===== config.mk =====
export PLATFORM = sky130hd
export DESIGN_NAME = funnel_wrr_sched
export DESIGN_NICKNAME = d
export VERILOG_FILES = /design/src/rtl/funnel_wrr_sched.sv
export SDC_FILE = /design/constraint.sdc
export NUM_CORES = 1
export LEC_CHECK = 0
export CAP_MARGIN = 20
export CORE_MARGIN = 2
export CORE_UTILIZATION = 37
export CTS_BUF_LIST = sky130_fd_sc_hd__clkbuf_16
export DETAILED_ROUTE_END_ITERATION = 12
export PLACE_DENSITY = 0.83
export SLEW_MARGIN = 20
export SYNTH_ARGS = -nofsm -noshare
export SYNTH_HDL_FRONTEND = slang
export SYNTH_SLANG_ARGS = --single-unit

===== constraint.sdc =====
create_clock -name CLK -period 2.85 [get_ports CLK]
set_input_delay 0.57 -clock CLK [delete_from_list [all_inputs] [get_ports CLK]]
set_output_delay 0.57 -clock CLK [all_outputs]
set_load 0.02 [all_outputs]

===== src/rtl/funnel_wrr_sched.sv =====
// -----------------------------------------------------------------------------
// funnel_wrr_sched
//   Weighted round-robin scheduler that lets funnelWidth buffered requesters
//   share a single enqueue sink. One requester (the owner) is granted at a time.
//   It keeps the grant for a burst of up to weight[owner] transfers, and then
//   the grant rotates to the next eligible requester. Weights are written at
//   run time. A weight of 0 disables that requester.
//
// Ports
//   CLK, nRST                 clock; synchronous active-low reset
//   in_pending_i[i]           requester i holds data (level)
//   in_enq_ENA_i[i]           requester i transfers (legal only while RDY[i])
//   in_enq_v_i                payloads, requester i at [i*dataWidth +: dataWidth]
//   in_enq_RDY_o[i]           requester i may transfer this cycle
//   out_enq_ENA_o/_v_o        transfer strobe / payload towards the sink
//   out_enq_RDY_i             sink can accept
//   cfg_setWeight_*_i         weight write: enable, requester index, new weight
//   cfg_setWeight_RDY_o       always 1
// -----------------------------------------------------------------------------
module funnel_wrr_sched #(
    parameter int funnelWidth = 4,
    parameter int dataWidth   = 32,
    parameter int weightWidth = 4,
    localparam int idxWidth   = $clog2(funnelWidth)
) (
    input  logic                             CLK,
    input  logic                             nRST,
    input  logic [funnelWidth-1:0]           in_pending_i,
    input  logic [funnelWidth-1:0]           in_enq_ENA_i,
    input  logic [funnelWidth*dataWidth-1:0] in_enq_v_i,
    output logic [funnelWidth-1:0]           in_enq_RDY_o,
    output logic                             out_enq_ENA_o,
    output logic [dataWidth-1:0]             out_enq_v_o,
    input  logic                             out_enq_RDY_i,
    input  logic                             cfg_setWeight_ENA_i,
    input  logic [idxWidth-1:0]              cfg_setWeight_idx_i,
    input  logic [weightWidth-1:0]           cfg_setWeight_w_i,
    output logic                             cfg_setWeight_RDY_o
);

    typedef enum logic {IDLE, BURST} state_t;

    state_t                 state_q, state_d;
    logic [idxWidth-1:0]    owner_q, owner_d;
    logic [idxWidth-1:0]    ptr_q, ptr_d;
    logic [weightWidth-1:0] count_q, count_d;
    logic [weightWidth-1:0] weight_q [funnelWidth];

    logic [funnelWidth-1:0] eligible;
    logic [idxWidth-1:0]    owner_nxt;
    logic                   xfer;
    logic [weightWidth:0]   count_inc;
    logic                   burst_end;

    // First eligible index scanning start, start+1, ... (mod funnelWidth).
    // The loop runs from the far end, so the closest hit is the last one written.
    function automatic logic [idxWidth-1:0] pick(input logic [funnelWidth-1:0] elig,
                                                 input logic [idxWidth-1:0]    start);
        logic [idxWidth-1:0] res;
        int j;
        res = start;
        for (int k = funnelWidth - 1; k >= 0; k--) begin
            j = (int'(start) + k) % funnelWidth;
            if (elig[j]) res = idxWidth'(j);
        end
        return res;
    endfunction

    always_comb begin
        eligible = '0;
        for (int i = 0; i < funnelWidth; i++) begin
            eligible[i] = in_pending_i[i] && (weight_q[i] != '0);
        end
    end

    assign owner_nxt = (int'(owner_q) == funnelWidth - 1) ? '0 : owner_q + 1'b1;

    // A transfer needs the owner's ENA and a ready sink. ENA without RDY is ignored.
    assign xfer      = (state_q == BURST) && in_enq_ENA_i[owner_q] && out_enq_RDY_i;
    assign count_inc = {1'b0, count_q} + 1'b1;

    // The live weight is used, so a weight lowered mid-burst ends the burst
    // on the next transfer. With no transfer, the burst ends only if the owner
    // has lost eligibility. A stalled sink alone never ends the burst.
    assign burst_end = xfer ? (count_inc >= {1'b0, weight_q[owner_q]})
                            : !eligible[owner_q];

    // State register
    always_ff @(posedge CLK) begin
        if (!nRST) begin
            state_q <= IDLE;
            owner_q <= '0;
            ptr_q   <= '0;
            count_q <= '0;
            for (int i = 0; i < funnelWidth; i++) begin
                weight_q[i] <= weightWidth'(1);
            end
        end else begin
            state_q <= state_d;
            owner_q <= owner_d;
            ptr_q   <= ptr_d;
            count_q <= count_d;
            // The burst compare this cycle still sees the old weight.
            if (cfg_setWeight_ENA_i && (int'(cfg_setWeight_idx_i) < funnelWidth)) begin
                weight_q[cfg_setWeight_idx_i] <= cfg_setWeight_w_i;
            end
        end
    end

    // Next-state logic
    always_comb begin
        state_d = state_q;
        owner_d = owner_q;
        ptr_d   = ptr_q;
        count_d = count_q;
        case (state_q)
            IDLE: begin
                if (|eligible) begin
                    state_d = BURST;
                    owner_d = pick(eligible, ptr_q);
                    count_d = '0;
                end
            end
            BURST: begin
                if (burst_end) begin
                    ptr_d = owner_nxt;
                    // The old owner is scanned last. It is re-chosen only if no other requester is eligible.
                    if (|eligible) begin
                        owner_d = pick(eligible, owner_nxt);
                        count_d = '0;
                    end else begin
                        state_d = IDLE;
                    end
                end else if (xfer) begin
                    count_d = count_q + 1'b1;
                end
            end
            default: state_d = IDLE;
        endcase
    end

    // Output logic: a combinational pass-through from the owner to the sink.
    always_comb begin
        in_enq_RDY_o  = '0;
        out_enq_ENA_o = 1'b0;
        out_enq_v_o   = '0;
        if (state_q == BURST) begin
            in_enq_RDY_o[owner_q] = out_enq_RDY_i;
            out_enq_ENA_o         = xfer;
            out_enq_v_o           = in_enq_v_i[owner_q*dataWidth +: dataWidth];
        end
    end

    assign cfg_setWeight_RDY_o = 1'b1;

    // A requester must not strobe ENA while it is not granted.
    always_ff @(posedge CLK) begin
        if (nRST) begin
            assert ((in_enq_ENA_i & ~in_enq_RDY_o) == '0);
        end
    end

endmodule


## Yosys cells after proc, flatten, opt, wreduce, memory -nomap -nowiden

Memory sizes are Yosys's and may differ from the RTL's. A register that Yosys moved wholly into a read port is not among the register bits.
Index checks and enable logic that the tools add are counted.
W data, S select, Z words.

| operators by class | value |
|---|---|
| $add $sub $neg | 9 |
| order comparisons | 11 |
| eq/ne operators | 5 |
| shift-type cells | 1 |
| multiplexer cells | 61 |
| bitwise gates (word level) | 8 |
| reduce and logical (&&, ||, !) cells | 22 |

Operators with widths:

| cell | number |
|---|---|
| $shiftx A128 B8 Y32 | 1 |
| $mux W32 | 1 |
| $mux W2 | 15 |
| $mux W1 | 26 |
| $lt A3 B4 Y1 const B | 6 |
| $bmux W1 S2 | 10 |
| $mux W4 | 5 |
| $reduce_bool A4 Y1 | 4 |
| $reduce_or A2 Y1 | 6 |
| $lt A2 B3 Y1 const B | 3 |
| $add A2 B2 Y2 const B | 4 |
| $pmux W4 S2 | 1 |
| $reduce_or A4 Y1 | 2 |
| $logic_and A1 B1 Y1 | 7 |
| $add A2 B1 Y2 const B | 3 |
| $and A1 B1 Y1 const A | 6 |
| $add A4 B1 Y5 const B | 1 |
| $ge A5 B4 Y1 | 1 |
| $add A4 B1 Y4 const B | 1 |
| $and A4 B4 Y4 | 1 |
| $ne A2 B1 Y1 const B | 2 |
| $pmux W2 S2 | 1 |
| $ne A3 B1 Y1 const B | 1 |
| $reduce_and A3 Y1 | 1 |
| other kinds (8) | 8 |

| word-level totals | value |
|---|---|
| bits in registers | 9 |
| memory bits (writable) | 16 |
| input port bits | 146 |
| output and inout bits | 38 |
| logic and storage cells | 122 |
| memories | 1 |

Memories:

| memory | words | bits a word | rd ports | clocked after Yosys merged registers in | wr ports | RTL line | source |
|---|---|---|---|---|---|---|---|
| weight_q | 4 | 4 | 5 | 1 | 4 | 47 | `logic [weightWidth-1:0] weight_q [funnelWidth];` |

## Logic depth before layout (Yosys ltp)

| depth | value |
|---|---|
| word-level depth | 17 |
| gate-level depth with buffers | 9 |
| mapped depth without buffers | 8 |

## Worst setup path before layout

Ideal clock, no wire load.

| timing | value |
|---|---|
| path type | flip-flop to flip-flop |
| from | register (tool-made name) |
| to | register count_q[0] |
| setup time | 126 ps |
| arrival time | 2315 ps |
| required time | 2724 ps |
| setup slack | 409 ps |
| stages on the path, launching flop included | 9 |
| buffers on the path | 0 |
| period minus slack after synthesis | 2441 ps |
| cells stage by stage | dfxtp_1 -> mux4_2 -> ha_1 -> nand2b_1 -> a211o_1 -> a211oi_2 -> nor2_1 -> nor2b_1 -> a211oi_1 |

RTL lines:

| element | RTL line | source |
|---|---|---|
| to (signal assigned) | 102 | `count_q <= count_d;` |
| to (decl) | 46 | `logic [weightWidth-1:0] count_q, count_d;` |

## Final worst setup path

| timing | value |
|---|---|
| from | input in_enq_v_i[97] |
| to | output out_enq_v_o[1] |

| on the way | value |
|---|---|
| word-level cells in the longest chain between the ends | 2 |

Ends and longest elaborated chain:

| element | RTL line | source |
|---|---|---|
| from (decl) | 30 | `input logic [funnelWidth*dataWidth-1:0] in_enq_v_i,` |
| $shiftx A128 B8 Y32 | 150 | `out_enq_v_o = in_enq_v_i[owner_q*dataWidth +: dataWidth];` |
| $mux W32 | 147 | `if (state_q == BURST) begin` |
| to (decl) | 33 | `output logic [dataWidth-1:0] out_enq_v_o,` |

Every way passes these cells.

==> impl_metrics.csv <==
group,metric,value,unit
clock_network,clock_sinks,27,
sta,grt_setup_unrepaired,"false",
clock_network,clock_tree.root_cell,"clkbuf_16",
synthesis,number_of_synthesized_flops_with_an_enable_pin,16,
synthesis,postSynthRegisterBits,27,
worst_setup_path,critical_path_peak_fanout,1,
synthesis,ys.flop_type,"edfxtp_1",
floorplanning,floorplan.die_area,8160,um^2
synthesis,synthCells,237,
worst_setup_path,timing.critical_path.mode_cell,"clkdlybuf4s50_1",
power,power.combinational.fraction,0.591,
sta,fin_skew,2.04,ps
synthesis,post_synth_num_cell_types,51,
route,route.detailed.vias_per_inst,5.50,
synthesis,post_synthesis_mean_instance_area,11.6,um^2
worst_setup_path,critPathTopFamily,"buffers and inverters",
power,p_leak,1.77,nW
power,switching_share,0.335,
worst_setup_path,critical_path.startpoint_type,"primary input",
route,route.detailed.drc,0,
route,wl,10.7,mm
worst_setup_path,timing.critical_path.buf_inv,2,
worst_setup_path,worstPathCellList,"clkdlybuf4s50_1 -> mux4_2 -> and2_1 -> clkdlybuf4s50_1",
worst_setup_path,critPathLaunch,"in_enq_v_i[97]",
clock_network,tritoncts_clock_tree,"yes",
floorplanning,core.rowCount,31,
grt,via_count_of_the_first_global_routing_pass,2896,
synthesis,most_repeated_cell_in_the_gate_level_netlist_after_synthesis,"and2_1",
clock_network,clock_slew_seen_by_the_registers_of_the_worst_setup_and_hold_paths,70,ps
worst_setup_path,max_stage_delay,540,ps
floorplanning,die_x,90.3,um
power,pwr_density_cell,425,nW/um^2
route,detail_route.iter0.violations,212,
finish,finish.net_count,575,
worst_setup_path,critical_path_class,"primary input to primary output",
place,dp_worst_setup_slack,44.1,ps
clock_network,cts_buffers,3,
floorplanning,start_util,0.380,
sta,post_layout_minimum_cycle_time,2800,ps
clock_network,cts_max_level,1,
grt,grt-ovfl-total,0,
place,port-buffer-count,182,
sta,finalMaxSlewViolations,0,
sta,final_hold_viol_count,0,
synthesis,yosys-top-cells-area,"mux4_2 (30%), edfxtp_1 (17%), and2_1 (9.3%)",
route,drt_first_pass_iters,4,
worst_setup_path,r2r_setup_slk,160,ps
power,sequentialPowerShare,0.251,
finish,area.growth.synth_to_final,75.5,%
worst_hold_path,hold_path.startpoint,"count_q[0]",
synthesis,synth.top_cell.area_share,0.302,
run,max_cap_viol_count,0,
place,place_hpwl,9.00,mm
sta,timing_worst_slew_pin_value,762,ps
worst_setup_path,timing.critical_path.arrival,2230,ps
floorplanning,core_area,7250,um^2
power,ir_worst_vdd,0.204,mV
grt,grt_antenna_before_repair,0,
grt,first_pass_grt_wire_length,16.1,mm
power,clockPowerShare,0.158,
finish,final_layout_size_suffix_gt1_frac,0.165,
worst_setup_path,required,2280,ps
synthesis,ys.warnings.count,0,
run_status,status,"finished, final reports clean",
power,internal_dissipation,1.37,mW
sta,final_layout_setup_total_negative_slack,0,ps
clock_network,worst_skew_pair.late_latency,260,ps
sta,final-setup-viol-count,0,
grt,grt_max_degree,19,
route,detail_routed_net_length_per_standard_cell,20.6,um
sta,setup_slack,50.8,ps
floorplanning,pin_count,184,
worst_hold_path,hold_path.class,"register to register",
grt,track_usage,0.255,
sta,period_utilization,0.982,
synthesis,synth.cells.most_frequent,"and2_1 (41), mux4_2 (37), edfxtp_1 (16), dfxtp_1 (11), nor2_1 (10)",
worst_setup_path,setup.worst_path.end_class,"primary output",
synthesis,synth_area,2760,um^2
clock_network,cts_buffer_depth,2,
power,switching_power,0.689,mW
synthesis,synth_top_area_cell,"mux4_2",
route,route.antenna.remaining_nets,0,
sta,clock.fmax,357,MHz
route,via_count,2857,
floorplanning,chipHeight,90.3,um
worst_setup_path,crit_path_top_delay_cell,"clkdlybuf4s50_1",
synthesis,synthesized_nets,392,
sta,maxSlewHeadroom,0.486,
synthesis,yosysSeqAreaShare,0.254,
place,gpl.final_weighted_congestion,0.969,
synthesis,synth_async_sr_flop_share,0,
[per-layer routing]
layer  vias to the layer above  wire [um]  GRT usage
met3                        13        871     0.0484
met5                         -          0          0
met2                       154       5390      0.452
met4                         0        213     0.0692
met1                      1388       4210      0.320
li1                       1302          -          -
[logic make-up (layout without fill, tap and decap cells)]
logic type	count (synthesis)	after routing	synth area share
adder cells (fa/ha/maj)	9	9	0.0408
AND/OR/NAND/NOR	93	93	0.207
other	1	2	0.00136
buffers and inverters	23	205	0.0354
XOR/XNOR	2	2	0.00635
multiplexers	42	42	0.326
AO/OA/AOI/OAI	40	40	0.128
flip-flops	27	27	0.254
[metrics by stage]
step	std cells	power, mW	util	hold WS [ps]	cell area [um^2]
2_1_floorplan	237	1.20	-	494	2760
3_3_place_gp	512	1.70	0.653	539	4740
3_5_place_dp	512	1.72	0.653	548	4740
4_1_cts	516	2.05	0.665	561	4820
5_1_grt	518	2.16	0.667	594	4840
6_report	519	2.06	0.667	565	4840
[cell type report]
type	instances	area, um^2
Antenna cell	1	2.50
Clock buffer	3	75.1
Clock inverter	1	7.51
Fill cell	580	2410
Inverter	8	30.0
Multi-Input combinational cell	187	1960
Sequential cell	27	704
Tap cell	99	124
Timing Repair Buffer	193	1940
[layout by cell type (no fill, tap or decap), types with 6 or more instances in the layout]
cell,count
a21oi_1,7
and2_1,41
and3_1,7
buf_4,10
clkdlybuf4s50_1,180
dfxtp_1,10
edfxtp_1,16
ha_1,9
inv_1,7
mux4_2,37
nand2_1,6
nand2b_1,9
nor2_1,10
[power groups by stage]
stage	Sequential, mW	Clock (mW)	Combinational (mW)
after floorplan	0.498	0	0.705
final	0.516	0.325	1.21
after global placement	0.529	0	1.17
after CTS	0.526	0.333	1.20
after global routing	0.523	0.346	1.29
after detailed placement	0.533	0	1.19
[worst reg2reg max path, stage by stage, from the launching register on]
cell and delay (ps):
dfxtp_1 460, mux4_2 540, ha_1 280, nand2b_1 150
a211o_1 330, a211oi_2 410, nor2_1 140, nor2b_1 180
a211oi_1 90
[timing repair]
action                     in CTS  in global routing
setup endpoints to repair      12                  1
hold buffers                    0                  0
gates resized for setup         1                  0
buffers inserted                0                  2
pin swaps                       0                  0
[state kept, by name (all words and copies together), names as in the netlist, named ones only]
name and cells:
weight_q 16, count_q 4, owner_q 2, ptr_q 2
state_q 1
[worst paths after layout]
check	end	cells after the start
max	out_enq_v_o[1]	4
min reg2reg	count_q[0]	1
min	count_q[0]	1
max reg2reg	count_q[0]	8
Note: power is estimated with default switching activity, not from simulation.
